--- src/rtl/mem_stage_pkg.sv ---
// mem_stage_pkg: bus widths, load-op bit positions and the packed layouts of
// the EX->MS and MS->WS buses shared by the memory stage and its align helper.
package mem_stage_pkg;

  localparam int ES_TO_MS_BUS_WD = 162;
  localparam int MS_TO_WS_BUS_WD = 122;
  localparam int MS_TO_DS_BUS_WD = 39;

  // Bit positions inside the 7-bit one-hot ld_op {lb,lbu,lh,lhu,lw,lwl,lwr}
  localparam int LD_LB  = 6;
  localparam int LD_LBU = 5;
  localparam int LD_LH  = 4;
  localparam int LD_LHU = 3;
  localparam int LD_LW  = 2;
  localparam int LD_LWL = 1;
  localparam int LD_LWR = 0;

  typedef struct packed {
    logic        exc_of;
    logic [31:0] badvaddr;
    logic        ades;
    logic        adel_if;
    logic        adel_ld;
    logic        ri;
    logic        bp;
    logic        flush;
    logic        bd;
    logic        eret;
    logic        sysc;
    logic        mfc0;
    logic        mtc0;
    logic [2:0]  sel;
    logic [4:0]  rd;
    logic        gpr_we;
    logic [4:0]  dest;
    logic [31:0] result;
    logic [31:0] pc;
  } ms_ws_t;

  typedef struct packed {
    logic        req_issued;
    logic [6:0]  ld_op;
    logic [31:0] rt_value;
    ms_ws_t      ws;
  } es_ms_t;

  // Any exception that suppresses the memory access (eret is not one of them).
  function automatic logic exc_any(input ms_ws_t f);
    return f.exc_of | f.ades | f.adel_if | f.adel_ld | f.ri | f.bp | f.sysc;
  endfunction

endpackage

--- src/rtl/mem_load_align.sv ---
// mem_load_align: combinational load-data alignment and extension.
// Ports:
//   ld_op    one-hot {lb,lbu,lh,lhu,lw,lwl,lwr}
//   addr     low two bits of the effective address
//   rdata    raw 32-bit word returned by the data SRAM
//   rt_value old destination value, merged in by lwl/lwr
//   result   aligned, extended load result
module mem_load_align
  import mem_stage_pkg::*;
(
  input  logic [6:0]  ld_op,
  input  logic [1:0]  addr,
  input  logic [31:0] rdata,
  input  logic [31:0] rt_value,
  output logic [31:0] result
);

  logic [7:0]  byte_sel;
  logic [15:0] half_sel;
  logic [31:0] lwl_val;
  logic [31:0] lwr_val;

  always_comb begin
    byte_sel = '0;
    case (addr)
      2'd0: byte_sel = rdata[7:0];
      2'd1: byte_sel = rdata[15:8];
      2'd2: byte_sel = rdata[23:16];
      2'd3: byte_sel = rdata[31:24];
      default: byte_sel = '0;
    endcase
    half_sel = addr[1] ? rdata[31:16] : rdata[15:0];

    lwl_val = rdata;
    case (addr)
      2'd0: lwl_val = {rdata[7:0],  rt_value[23:0]};
      2'd1: lwl_val = {rdata[15:0], rt_value[15:0]};
      2'd2: lwl_val = {rdata[23:0], rt_value[7:0]};
      2'd3: lwl_val = rdata;
      default: lwl_val = rdata;
    endcase

    lwr_val = rdata;
    case (addr)
      2'd0: lwr_val = rdata;
      2'd1: lwr_val = {rt_value[31:24], rdata[31:8]};
      2'd2: lwr_val = {rt_value[31:16], rdata[31:16]};
      2'd3: lwr_val = {rt_value[31:8],  rdata[31:24]};
      default: lwr_val = rdata;
    endcase
  end

  always_comb begin
    result = rdata;
    unique case (1'b1)
      ld_op[LD_LB]:  result = {{24{byte_sel[7]}}, byte_sel};
      ld_op[LD_LBU]: result = {24'd0, byte_sel};
      ld_op[LD_LH]:  result = {{16{half_sel[15]}}, half_sel};
      ld_op[LD_LHU]: result = {16'd0, half_sel};
      ld_op[LD_LWL]: result = lwl_val;
      ld_op[LD_LWR]: result = lwr_val;
      default:       result = rdata;
    endcase
  end

endmodule

--- src/rtl/mem_stage.sv ---
// mem_stage: memory-access pipeline stage between EX and WB.
// Holds one instruction, waits for the data-SRAM data_ok of an issued request,
// aligns load data, buffers a response while WB stalls, and swallows responses
// whose instruction was flushed (drop_cnt).
// Ports:
//   clk, resetn            clock, async active-low reset
//   ms_allowin             MS can accept from EX
//   es_to_ms_valid/bus     incoming instruction (es_ms_t layout)
//   es_kill_outstanding    EX flushed with an unanswered request in flight
//   ws_allowin             WB can accept
//   ms_to_ws_valid/bus     outgoing result (ms_ws_t layout)
//   data_sram_data_ok/rdata SRAM response
//   exc_flush              exception/eret flush from WB
//   ms_ex_pending          valid instruction with exception or eret in MS
//   ms_to_ds_bus           forwarding {fwd_valid, fwd_blocked, dest, fwd_data}
module mem_stage
  import mem_stage_pkg::*;
(
  input  logic                       clk,
  input  logic                       resetn,
  output logic                       ms_allowin,
  input  logic                       es_to_ms_valid,
  input  logic [ES_TO_MS_BUS_WD-1:0] es_to_ms_bus,
  input  logic                       es_kill_outstanding,
  input  logic                       ws_allowin,
  output logic                       ms_to_ws_valid,
  output logic [MS_TO_WS_BUS_WD-1:0] ms_to_ws_bus,
  input  logic                       data_sram_data_ok,
  input  logic [31:0]                data_sram_rdata,
  input  logic                       exc_flush,
  output logic                       ms_ex_pending,
  output logic [MS_TO_DS_BUS_WD-1:0] ms_to_ds_bus
);

  es_ms_t      ms_bus;
  logic        ms_valid;
  logic        buf_valid;
  logic [31:0] buf_data;
  logic [1:0]  drop_cnt;

  logic        need_data;
  logic        data_ok_eff;
  logic        ms_ready_go;
  logic        is_load;
  logic [31:0] rdata_src;
  logic [31:0] align_res;
  logic [31:0] final_res;
  logic        fwd_valid;
  logic        fwd_blocked;
  logic        handoff;
  ms_ws_t      ws_out;

  // drop_cnt update terms
  logic        inc_ms;
  logic        inc_kill;
  logic        dec;
  logic [2:0]  drop_sum;
  logic [1:0]  drop_next;

  assign need_data   = ms_bus.req_issued & ~exc_any(ms_bus.ws);
  // A response while drop_cnt!=0 belongs to a flushed instruction.
  assign data_ok_eff = data_sram_data_ok & (drop_cnt == 2'd0);
  assign ms_ready_go = ~need_data | data_ok_eff | buf_valid;

  assign ms_allowin     = ~ms_valid | (ms_ready_go & ws_allowin) | exc_flush;
  assign ms_to_ws_valid = ms_valid & ms_ready_go & ~exc_flush;
  assign handoff        = ms_to_ws_valid & ws_allowin;

  assign is_load   = |ms_bus.ld_op;
  assign rdata_src = buf_valid ? buf_data : data_sram_rdata;

  mem_load_align u_align (
    .ld_op    (ms_bus.ld_op),
    .addr     (ms_bus.ws.result[1:0]),
    .rdata    (rdata_src),
    .rt_value (ms_bus.rt_value),
    .result   (align_res)
  );

  assign final_res = is_load ? align_res : ms_bus.ws.result;

  always_comb begin
    ws_out        = ms_bus.ws;
    ws_out.result = final_res;
  end
  assign ms_to_ws_bus = ws_out;

  assign fwd_valid    = ms_valid & ms_bus.ws.gpr_we;
  assign fwd_blocked  = fwd_valid & (ms_bus.ws.mfc0 | (is_load & ~ms_ready_go));
  assign ms_to_ds_bus = {fwd_valid, fwd_blocked, ms_bus.ws.dest, final_res};

  assign ms_ex_pending = ms_valid & (exc_any(ms_bus.ws) | ms_bus.ws.eret);

  // On flush, MS owes a drop only if its own request is still unanswered this
  // cycle; a response arriving with the flush is consumed, not dropped later.
  assign inc_ms    = exc_flush & ms_valid & need_data & ~buf_valid & ~data_ok_eff;
  assign inc_kill  = exc_flush & es_kill_outstanding;
  assign dec       = data_sram_data_ok & (drop_cnt != 2'd0);
  assign drop_sum  = {1'b0, drop_cnt} + {2'b0, inc_ms} + {2'b0, inc_kill} - {2'b0, dec};
  assign drop_next = (drop_sum > 3'd2) ? 2'd2 : drop_sum[1:0];

  always_ff @(posedge clk or negedge resetn) begin
    if (!resetn) begin
      ms_valid  <= 1'b0;
      ms_bus    <= '0;
      buf_valid <= 1'b0;
      buf_data  <= '0;
      drop_cnt  <= 2'd0;
    end else begin
      if (exc_flush)       ms_valid <= 1'b0;
      else if (ms_allowin) ms_valid <= es_to_ms_valid;

      if (es_to_ms_valid & ms_allowin) ms_bus <= es_to_ms_bus;

      // Hold the response only when WB cannot take it in the same cycle.
      if (exc_flush | handoff) begin
        buf_valid <= 1'b0;
      end else if (data_ok_eff & ms_valid & need_data & ~buf_valid & ~ws_allowin) begin
        buf_valid <= 1'b1;
        buf_data  <= data_sram_rdata;
      end

      drop_cnt <= drop_next;
    end
  end

endmodule

--- config.mk ---
export PLATFORM = sky130hd
export DESIGN_NAME = mem_stage
export DESIGN_NICKNAME = d
export VERILOG_FILES = /design/src/rtl/mem_stage_pkg.sv /design/src/rtl/mem_load_align.sv /design/src/rtl/mem_stage.sv
export SDC_FILE = /design/constraint.sdc
export NUM_CORES = 1
export LEC_CHECK = 0
export CAP_MARGIN = 20
export CORE_MARGIN = 3
export CORE_UTILIZATION = 43
export CTS_CLUSTER_SIZE = 14
export DETAILED_ROUTE_END_ITERATION = 7
export GPL_ROUTABILITY_DRIVEN = 0
export GPL_TIMING_DRIVEN = 0
export PLACE_DENSITY = 0.75
export SYNTH_ARGS = -nofsm -noshare
export SYNTH_HDL_FRONTEND = slang
export SYNTH_SLANG_ARGS = --single-unit
export TNS_END_PERCENT = 30
--- constraint.sdc ---
create_clock -name clk -period 2.8 [get_ports clk]
set_input_delay 0.56 -clock clk [delete_from_list [all_inputs] [get_ports clk]]
set_output_delay 0.56 -clock clk [all_outputs]
set_load 0.05 [all_outputs]
==> results.md, run 1 <==
* Final Critical Period at between 3 and 4 ns
* Cts bufs inserted at 17
* Routed WL at slightly above 40 mm
* Slew HR at 0.492
* Dpl ws at -1.51 ns
* Met1 wire length at 14.2 mm
* Starting Density at 0.440
* Met3 routed WL at between 4 and 5 mm
* Diodes inserted at 0
* Tot GR Track Use at 0.278
* Post-synth top flop: dfrtp_1
* PD cells at 623 nW/µm²
* Cells after DPL at about 1,700
* CTS max path bufs at 2
* Core area at 26,200 µm²
* P_leak at just over 7 nW
* Crit-path leading delay family: buffers and inverters
* Ranking of synthesized cells by area: dfrtp_1 (43%), mux2_2 (20%), buf_4 (9.0%), mux4_2 (5.7%), mux2i_1 (4.2%)
* Async S/R FF share, synth at 1.00
* Share of cells above drive strength 1 at 0.450
* Worst Path Arrival at between 2 and 3 ns
* Final setup margin at -0.700 ns
* Post-synthesis sequential area ratio at 0.430
* Critical path's slowest cell: mux4_2
* Syn Inst Count at 965
* Layout area overhead at 52.3%
* Vias per std cell at a little under 6
* Crit path cell chain: clkdlybuf4s50_1 -> mux2_4 -> mux4_2 -> a221oi_4 -> buf_12 -> buf_12 -> a41oi_4 -> buf_6 -> buf_6
* Std cell rows at 59
* Buf/Inv on CP at 5
* Final Instance Area at between 15,000 and 20,000 µm²
* EDFF count, synth at 0
* Peak Freq at 0.286 GHz
* Post-Syn Nets at approximately 1,200
* Crit-path max FO at 5
* Largest net degree at the start of global routing at between 100 and 150
* Peak supply drop at a little under 400 µV
* Layout Cells excl Fill at between 1,500 and 2,000
* Die height at around 170 µm
* H-tree depth at 4
* Clock insertion delay at the later pin of the skew report at 0.46 ns
* Hold WC Path Type: in -> async
* Synth unique cells at 50
* Max capacitance violation total at 0
* Status: finished, violations left
* Filler cells at between 1,500 and 2,000
* Post-synth top cells: mux2_2 (202), dfrtp_1 (198), buf_4 (139)
* Die Wd at 170 µm
* Minimum hold slack at roughly 0.13 ns
* Fin. max-slew vios at 0
* Clock-pin slew on the worst setup and hold paths at ~0.1 ns
* CP max stage delay at between 0.5 and 0.6 ns
* Drt first-iter violations at roughly 1,000
* CP Capture Type: output pin
* Die ar. at 28,800 µm²
* First-pass GRT wire length at roughly 61 mm
* Worst EP required at 2.24 ns
* DP HPWL at a little over 30 mm
* IO buf count at approximately 360
* Share of the synthesized area in the top cell type at 0.430
* Cell with the most instances after synthesis: mux2_2
* RSZ-0062 raised after global routing: true
* Root buf cell: clkbuf_16
* FF+latch count, synth at 198
* Critical path type: in -> out
* Post-route ant nets at 0
* CTS tree: yes
* DR WL/cell at 23.7 µm
* Count of nets after finishing at 1,579
* Fin Clk Skew at ~0.030 ns
* CTS Sinks at ~200
* Initial antenna violation count at 3
* First-pass DRT Iterations at 7
* Final-report setup violation count at 66
* Mean post-synth cell area at 12.0 µm²
* Total power at roughly 11 mW
* Top layer in use: met5
* Mapped Area at 11,500 µm²
* Failing checks: setup timing
* Area leader, netlist: dfrtp_1
* Vias in the first global route at approximately 10,000
* Worst Setup Start Kind: primary input
* Syn. warnings at 0
* Ports at approximately 370
* Drt drc at 0
* Gr ovfl total at 0
* Final Hold Viols at 0
* DP Area at roughly 16,000 µm²
* Routed wl met2 at slightly above 20 mm
* Slew of the pin with the lowest slew margin at around 0.76 ns
* Vias after detailed routing at just under 10,000
* Tcrit/Tclk final at 1.25
registers in the layout (all words and copies together) (netlist names):
register	flops
buf_valid	1
ms_to_ds_bus	5
drop_cnt	2
buf_data	32
ms_bus	72
ms_to_ws_bus	85
ms_valid	1
kinds of logic after synthesis:
logic type | Yosys count | share of synthesized area
AOI/OAI and AO/OA | 142 | 0.0934
adders and majority gates | 3 | 0.00456
muxes | 281 | 0.298
buffers and inverters | 199 | 0.116
DFF | 198 | 0.430
xor gates and xnor gates | 1 | 0.000760
and+or+nand+nor | 141 | 0.0583
power breakdown:
part | switching, mW | internal, mW | total (mW)
sequential | 0.250 | 3.15 | 3.40
combinational | 2.74 | 2.11 | 4.86
clock | 1.42 | 1.27 | 2.69
total | 4.42 | 6.53 | 10.9
placed cells by master, fill, tap and decap left out, types with 17 or more instances in the layout:
cell | synthesis | final
buf_6 | 5 | 54
mux2_2 | 202 | 198
clkbuf_16 | 0 | 17
dfrtp_1 | 198 | 196
nand2_1 | 47 | 46
buf_2 | 22 | 20
a211oi_1 | 30 | 22
clkdlybuf4s50_1 | 0 | 292
mux4_2 | 29 | 29
nor2_1 | 42 | 39
buf_4 | 139 | 156
mux2i_1 | 48 | 22
worst reg2reg max path, cell delays in order (launching register included):
cell,delay [ns]
dfrtp_1,0.43
nor4_4,0.38
nand3_2,0.17
inv_1,0.09
nand4_1,0.09
ha_1,0.31
inv_1,0.05
fa_2,0.35
fa_2,0.53
nand2b_1,0.12
nor2_1,0.04
metal layers:
| metal | track usage | vias to the layer above |
|---|---|---|
| met1 | 0.318 | 4872 |
| met4 | 0.117 | 6 |
| met5 | 0 | - |
| li1 | - | 4230 |
| met2 | 0.472 | 669 |
| met3 | 0.101 | 156 |
repair_timing:
item,in CTS,in global routing
pin swaps,9,15
hold buffers,0,0
resized for setup,471,102
setup endpoints to repair,150,91
setup buffers,15,11
gates cloned,2,0
area by class of cell:
type	count	area, µm²	area share
inverter	12	45.0	0.00256
sequential	198	4960	0.282
clock inverter	15	224	0.0128
tap	335	419	0.0239
timing repair buffer	392	3950	0.225
buffer	186	1480	0.0842
multi-input combinational	568	6070	0.345
clock buffer	17	425	0.0242
final timing paths:
kind                                startpoint                 to  slack, ns  cells past startpoint
max in group asynchronous               resetn        ms_bus[160]       1.61                      2
setup reg to reg             ms_to_ws_bus[121]        drop_cnt[0]       0.14                     10
hold reg to reg              ms_to_ws_bus[113]  ms_to_ws_bus[113]       0.51                      1
hold / removal                          resetn   ms_to_ws_bus[85]       0.13                      1
min in group clk             ms_to_ws_bus[113]  ms_to_ws_bus[113]       0.51                      1
setup / recovery           data_sram_rdata[31]   ms_to_ws_bus[52]      -0.70                      9
per-stage QoR:
stage | util | TNS (ns)
final | 0.670 | -33.09
after global routing | 0.670 | -36.85
after CTS | 0.664 | -37.60
after detailed placement | 0.609 | -122.39
after global placement | 0.608 | -1589.15
after floorplan | - | -6.47
No activity file was read; power rests on OpenSTA's default activity.
==> inputs of run 2 (changes only) <==
CORE_UTILIZATION = 25   (was 43)
PLACE_DENSITY = 0.47   (was 0.75)
==> run 2 against run 1 <==
- flip-flop and latch count stayed put
- die area is 69% higher
- total power is 1.8% higher
- the flow still finishes with violations (setup timing)
- design area is 5.9% higher
==> results.md, run 2 (same netlist as run 1, synthesis figures left out) <==
* DR WL/cell at 23.1 µm (was 23.7 µm)
* Drt drc at 0 (unchanged)
* Root buf cell: clkbuf_16 (unchanged)
* CP max stage delay at 0.54 ns (was 0.53 ns)
* Worst EP required at 2.24 ns (about the same)
* Post-route ant nets at 0 (unchanged)
* Peak Freq at 0.281 GHz (was 0.286 GHz)
* Largest net degree at the start of global routing at 111 (was 108)
* Initial antenna violation count at 9 (was 3)
* Comb pwr share at 0.462 (was 0.444)
* Total power at 11.1 mW (was 10.9 mW)
* Clock insertion delay at the later pin of the skew report at 0.50 ns (was 0.46 ns)
* Worst Path Arrival at 2.99 ns (was 2.94 ns)
* CTS Sinks at 198 (unchanged)
* Sw Share at 0.391 (was 0.404)
* Critical path type: reg -> out (was in -> out)
* Ports at 365 (unchanged)
* Clk pwr share at 0.235 (was 0.246)
* Dpl ws at -1.59 ns (was -1.51 ns)
* Vias per std cell at 4.79 (was 5.76)
* Failing checks: setup timing (unchanged)
* Die ar. at 48,700 µm² (was 28,800 µm²)
* CTS tree: yes (unchanged)
* Fin Clk Skew at 0.0132 ns (was 0.0298 ns)
* Clock-pin slew on the worst setup and hold paths at 0.08 ns (was 0.10 ns)
* Cts bufs inserted at 17 (unchanged)
* Most common cell after layout, fill and taps aside: clkdlybuf4s50_1 (unchanged)
* Worst Setup Start Kind: flop (was primary input)
* Core area at 45,500 µm² (was 26,200 µm²)
* Starting Density at 0.254 (was 0.440)
* Most frequent cells in the layout: clkdlybuf4s50_1 (294), dfrtp_1 (196), mux2_2 (176), buf_4 (149), buf_6 (88) (was clkdlybuf4s50_1 (292), mux2_2 (198), dfrtp_1 (196), buf_4 (156), buf_6 (54))
* Drt first-iter violations at 553 (was 1,002)
* RSZ-0062 raised after global routing: true (unchanged)
* Gr ovfl total at 0 (unchanged)
* CP most frequent cell: buf_6
* Vias in the first global route at 10,231 (was 10,144)
* Die Wd at 221 µm (was 170 µm)
* Die height at 221 µm (was 170 µm)
* IO buf count at 364 (unchanged)
* Core Util, Final at 0.409 (was 0.670)
* Routed WL at 46.8 mm (was 40.9 mm)
* Hold_buf cts at 0 (unchanged)
* Buf/Inv on CP at 5 (unchanged)
* Register share of total power at 0.304 (was 0.310)
* Final Instance Area at 18,600 µm² (was 17,600 µm²)
* Final Critical Period at 3.55 ns (was 3.50 ns)
* Setup TNS at -36.12 ns (was -33.09 ns)
* H-tree depth at 4 (unchanged)
* Layout Cells excl Fill at 2,024 (was 1,723)
* Cells after DPL at 1,931 (was 1,665)
* Crit path cell chain: buf_6 -> mux2_4 -> mux4_2 -> a221oi_4 -> buf_12 -> buf_16 -> a41oi_4 -> buf_6 -> buf_8 (was clkdlybuf4s50_1 -> mux2_4 -> mux4_2 -> a221oi_4 -> buf_12 -> buf_12 -> a41oi_4 -> buf_6 -> buf_6)
* Minimum hold slack at 0.0390 ns (was 0.132 ns)
* Tcrit/Tclk final at 1.27 (was 1.25)
* Filler cells at 4,377 (was 1,943)
* Crit-path max FO at 5 (unchanged)
* P_leak at 7.50 nW (was 7.22 nW)
* Fin. max-slew vios at 0 (unchanged)
* Hold WC Path Type: in -> async (unchanged)
* First-pass GRT wire length at 68.0 mm (was 60.7 mm)
* CP Capture Type: output pin (unchanged)
* CTS max path bufs at 2 (unchanged)
* Slew HR at 0.485 (was 0.492)
* Final setup margin at -0.753 ns (was -0.700 ns)
* Max capacitance violation total at 0 (unchanged)
* Slew of the pin with the lowest slew margin at 0.772 ns (was 0.757 ns)
* Max reg flops at 85 (unchanged)
* Sw power at 4.36 mW (was 4.42 mW)
* Status: finished, violations left (unchanged)
* Tot GR Track Use at 0.194 (was 0.278)
* Layout area overhead at 61.2% (was 52.3%)
* CP startpoint: buf_valid (was data_sram_rdata[31])
* Final Hold Viols at 0 (unchanged)
* DP HPWL at 35.7 mm (was 31.1 mm)
* Crit-path leading delay family: multiplexers (was buffers and inverters)
* Pint at 6.79 mW (was 6.53 mW)
* Vias after detailed routing at 9,705 (was 9,933)
* Count of nets after finishing at 1,614 (was 1,579)
* Final-report setup violation count at 66 (unchanged)
* Worst reg2reg startpoint: buf_valid (was ms_to_ws_bus[121])
* Std cell rows at 78 (was 59)
* Share of cells above drive strength 1 at 0.465 (was 0.450)
* Peak supply drop at 403 µV (was 398 µV)
* Critical path's slowest cell: mux4_2 (unchanged)
* PD cells at 600 nW/µm² (was 623 nW/µm²)
* First-pass DRT Iterations at 6 (was 7)
* DP Area at 16,300 µm² (was 16,000 µm²)
## run 2: final timing paths
path | end | slack [ns] | depth (start not counted)
setup / recovery | ms_to_ws_bus[52] | -0.75 | 9
min in group clk | ms_to_ws_bus[4] | 0.51 | 1
hold reg to reg | ms_to_ws_bus[4] | 0.51 | 1
max in group asynchronous | buf_data[26] | 1.71 | 2
hold / removal | ms_to_ws_bus[16] | 0.04 | 1
setup reg to reg | buf_data[27] | 0 | 12
## run 2: power groups by stage
stage          logic [mW]  registers, mW  clock network [mW]
4_1_cts              5.12           3.39                2.74
3_3_place_gp         4.54           3.43                   0
6_report             5.15           3.38                2.62
3_5_place_dp         4.56           3.43                   0
5_1_grt              5.39           3.42                2.82
2_1_floorplan        3.02           3.33                   0
## run 2: final cells by class
cell class,instances,area (µm²),area share
multi-input combinational,568,6220,0.335
sequential,198,4960,0.267
timing repair buffer,429,4520,0.243
buffer,184,1510,0.0813
tap,600,751,0.0404
clock buffer,20,437,0.0235
clock inverter,11,145,0.00781
inverter,12,45.0,0.00242
antenna,2,5.00,0.000269
## run 2: what timing repair did
item / in CTS / in global routing
setup buffers: 59 / 5
gates resized for setup: 681 / 42
pin swaps: 43 / 22
setup endpoints to repair: 232 / 98
gates cloned: 4 / 0
## run 2: layer usage
| layer | wire length [µm] | global-route usage |
|---|---|---|
| met1 | 19300 | 0.243 |
| met2 | 22400 | 0.311 |
| met3 | 3990 | 0.0699 |
| met4 | 1080 | 0.0614 |
| met5 | 103 | 0 |
==> inputs of run 3 (changes only) <==
PLACE_DENSITY = 0.45   (was 0.47)
SETUP_SLACK_MARGIN = 0.3   (was not set)
clock period = 4.2 ns   (was 2.8 ns; I/O delays follow)
==> run 3 against run 2 <==
- final cell count is 2.6% lower
- non-clock buffer count fell by 53
- critical endpoint is now ms_to_ds_bus[30]
- global-route usage fell by 0.59 points
- sequential power down 33%
- design area decreased by 9.3%
- largest cell class unchanged
- combinational power down 43%
- utilization down 3.8 points
- count of clock-buffer cells in the layout fell by 3
- worst setup slack better by 0.97 ns
- the run now ends clean
- via count shrank 3.1%
==> results.md, run 3 (same netlist as run 1, synthesis figures left out) <==
* Vias in the first global route at 9,857 (was 10,231)
* Ports at 365 (unchanged)
* Hold WC Path Type: in -> async (unchanged)
* CP Capture Type: output pin (unchanged)
* Comb pwr share at 0.417 (was 0.462)
* Crit-path max FO at 5 (unchanged)
* P_leak at 6.89 nW (was 7.50 nW)
* Final Hold Viols at 0 (unchanged)
* Tot GR Track Use at 0.188 (was 0.194)
* Clock-pin slew on the worst setup and hold paths at 0.08 ns (about the same)
* Std cell rows at 78 (unchanged)
* Root buf cell: clkbuf_16 (unchanged)
* Sw Share at 0.397 (was 0.391)
* Vias per std cell at 4.77 (was 4.79)
* Worst Path Arrival at 3.15 ns (was 2.99 ns)
* Drt drc at 0 (unchanged)
* Die height at 221 µm (unchanged)
* Die Wd at 221 µm (unchanged)
* Final setup margin at 0.215 ns (was -0.753 ns)
* Count of nets after finishing at 1,561 (was 1,614)
* Peak Freq at ~0.25 GHz
* Share of cells above drive strength 1 at 0.407 (was 0.465)
* Fin. max-slew vios at 0 (unchanged)
* Cts bufs inserted at 17 (unchanged)
* Clk pwr share at 0.261 (was 0.235)
* Status: complete, no violations (was finished, violations left)
* Initial antenna violation count at 12 (was 9)
* DR WL/cell at 23.2 µm (was 23.1 µm)
* Post-route ant nets at 0 (unchanged)
* Hold_buf cts at 0 (unchanged)
* Fin Clk Skew at 0.0211 ns (was 0.0132 ns)
* Pint at 4.21 mW (was 6.79 mW)
* PD cells at 414 nW/µm² (was 600 nW/µm²)
* Worst EP required at 3.36 ns (was 2.24 ns)
* Minimum hold slack at 0.365 ns (was 0.0390 ns)
* Largest net degree at the start of global routing at 107 (was 111)
* Most common cell after layout, fill and taps aside: clkdlybuf4s50_1 (unchanged)
* RSZ-0062 raised after global routing: true (unchanged)
* CTS tree: yes (unchanged)
* Drt first-iter violations at 435 (was 553)
* Core area at 45,500 µm² (unchanged)
* Final Critical Period at 3.99 ns
* Max capacitance violation total at 0 (unchanged)
* Slew of the pin with the lowest slew margin at 0.797 ns (was 0.772 ns)
* Max reg flops at 85 (unchanged)
* DP Area at 16,000 µm² (was 16,300 µm²)
* H-tree depth at 4 (unchanged)
* Slew HR at 0.465 (was 0.485)
* Vias after detailed routing at 9,401 (was 9,705)
* Final Instance Area at 16,900 µm² (was 18,600 µm²)
* First-pass DRT Iterations at 6 (unchanged)
* Clock insertion delay at the later pin of the skew report at 0.50 ns (about the same)
* Final-report setup violation count at 0 (was 66)
* Core Util, Final at 0.371 (was 0.409)
* Dpl ws at -0.720 ns (was -1.59 ns)
* CTS Sinks at 198 (unchanged)
* First-pass GRT wire length at 65.4 mm (was 68.0 mm)
* Peak supply drop at 259 µV (was 403 µV)
* CTS max path bufs at 2 (unchanged)
* Worst Setup Start Kind: primary input (was flop)
* Tcrit/Tclk final at 0.949
* Layout area overhead at 46.3% (was 61.2%)
* DP HPWL at 35.7 mm (about the same)
* Sw power at 2.77 mW (was 4.36 mW)
* Routed WL at 45.8 mm (was 46.8 mm)
* IO buf count at 364 (unchanged)
* Starting Density at 0.254 (unchanged)
* Gr ovfl total at 0 (unchanged)
* Die ar. at 48,700 µm² (unchanged)
* Critical path type: in -> out (was reg -> out)
* Most frequent cells in the layout: clkdlybuf4s50_1 (290), mux2_2 (202), dfrtp_1 (198), buf_4 (152), nand2_1 (46) (was clkdlybuf4s50_1 (294), dfrtp_1 (196), mux2_2 (176), buf_4 (149), buf_6 (88))
* Register share of total power at 0.322 (was 0.304)
==> run 3: worst paths after layout <==
check | depth (start not counted) | startpoint | endpoint | slack, ns
setup / recovery | 8 | data_sram_rdata[7] | ms_to_ds_bus[30] | 0.21
hold / removal | 1 | resetn | buf_data[2] | 0.37
setup reg to reg | 6 | ms_to_ws_bus[86] | ms_bus[148] | 1.24
hold reg to reg | 1 | ms_to_ws_bus[115] | ms_to_ws_bus[115] | 0.51
max in group asynchronous | 2 | resetn | ms_to_ws_bus[9] | 2.83
min in group clk | 1 | ms_to_ws_bus[115] | ms_to_ws_bus[115] | 0.51
==> run 3: worst max-delay path: stages <==
cell           delay (ns)
dlygate4sd2_1        0.27
mux2_4               0.31
mux4_2               0.56
a221oi_4             0.31
buf_6                0.17
buf_6                0.13
a31oi_1              0.12
dlygate4sd1_1        0.43
==> run 3: routing by layer <==
metal / routed length, µm / GRT usage
met3: 5280 / 0.0927
met1: 17600 / 0.219
met5: 117 / 0
met2: 21600 / 0.301
met4: 1280 / 0.0642
==> run 3: area by class of cell <==
type | instances | area (µm²)
Fill cell | 4637 | 28600
Multi-Input combinational cell | 568 | 5560
Sequential cell | 198 | 4950
Timing Repair Buffer | 374 | 3580
Buffer | 186 | 1360
Tap cell | 600 | 751
Clock buffer | 17 | 425
Clock inverter | 15 | 199
Inverter | 12 | 45.0
Antenna cell | 2 | 5.00
==> run 3: timing repair <==
item / CTS / global route
pin swaps: 6 / 4
setup endpoints to repair: 65 / 59
resized for setup: 310 / 40
buffers inserted: 7 / 0
gates cloned: 1 / 0
==> run 3: per-stage QoR <==
stage	setup TNS, ns	std cells	total power [mW]
6_report	0	1972	6.99
5_1_grt	0	1970	7.32
4_1_cts	0	1971	7.11
3_5_place_dp	-22.39	1931	5.23
3_3_place_gp	-1440.37	1929	5.21
2_1_floorplan	0	965	4.13
==> run 3: power by group through the flow <==
stage               clock [mW]  combinational, mW  sequential [mW]
finish                    1.82               2.92             2.25
detailed placement           0               2.94             2.29
floorplan                    0               1.91             2.22
global placement             0               2.93             2.29
global route              1.97               3.07             2.28
CTS                       1.92               2.93             2.26
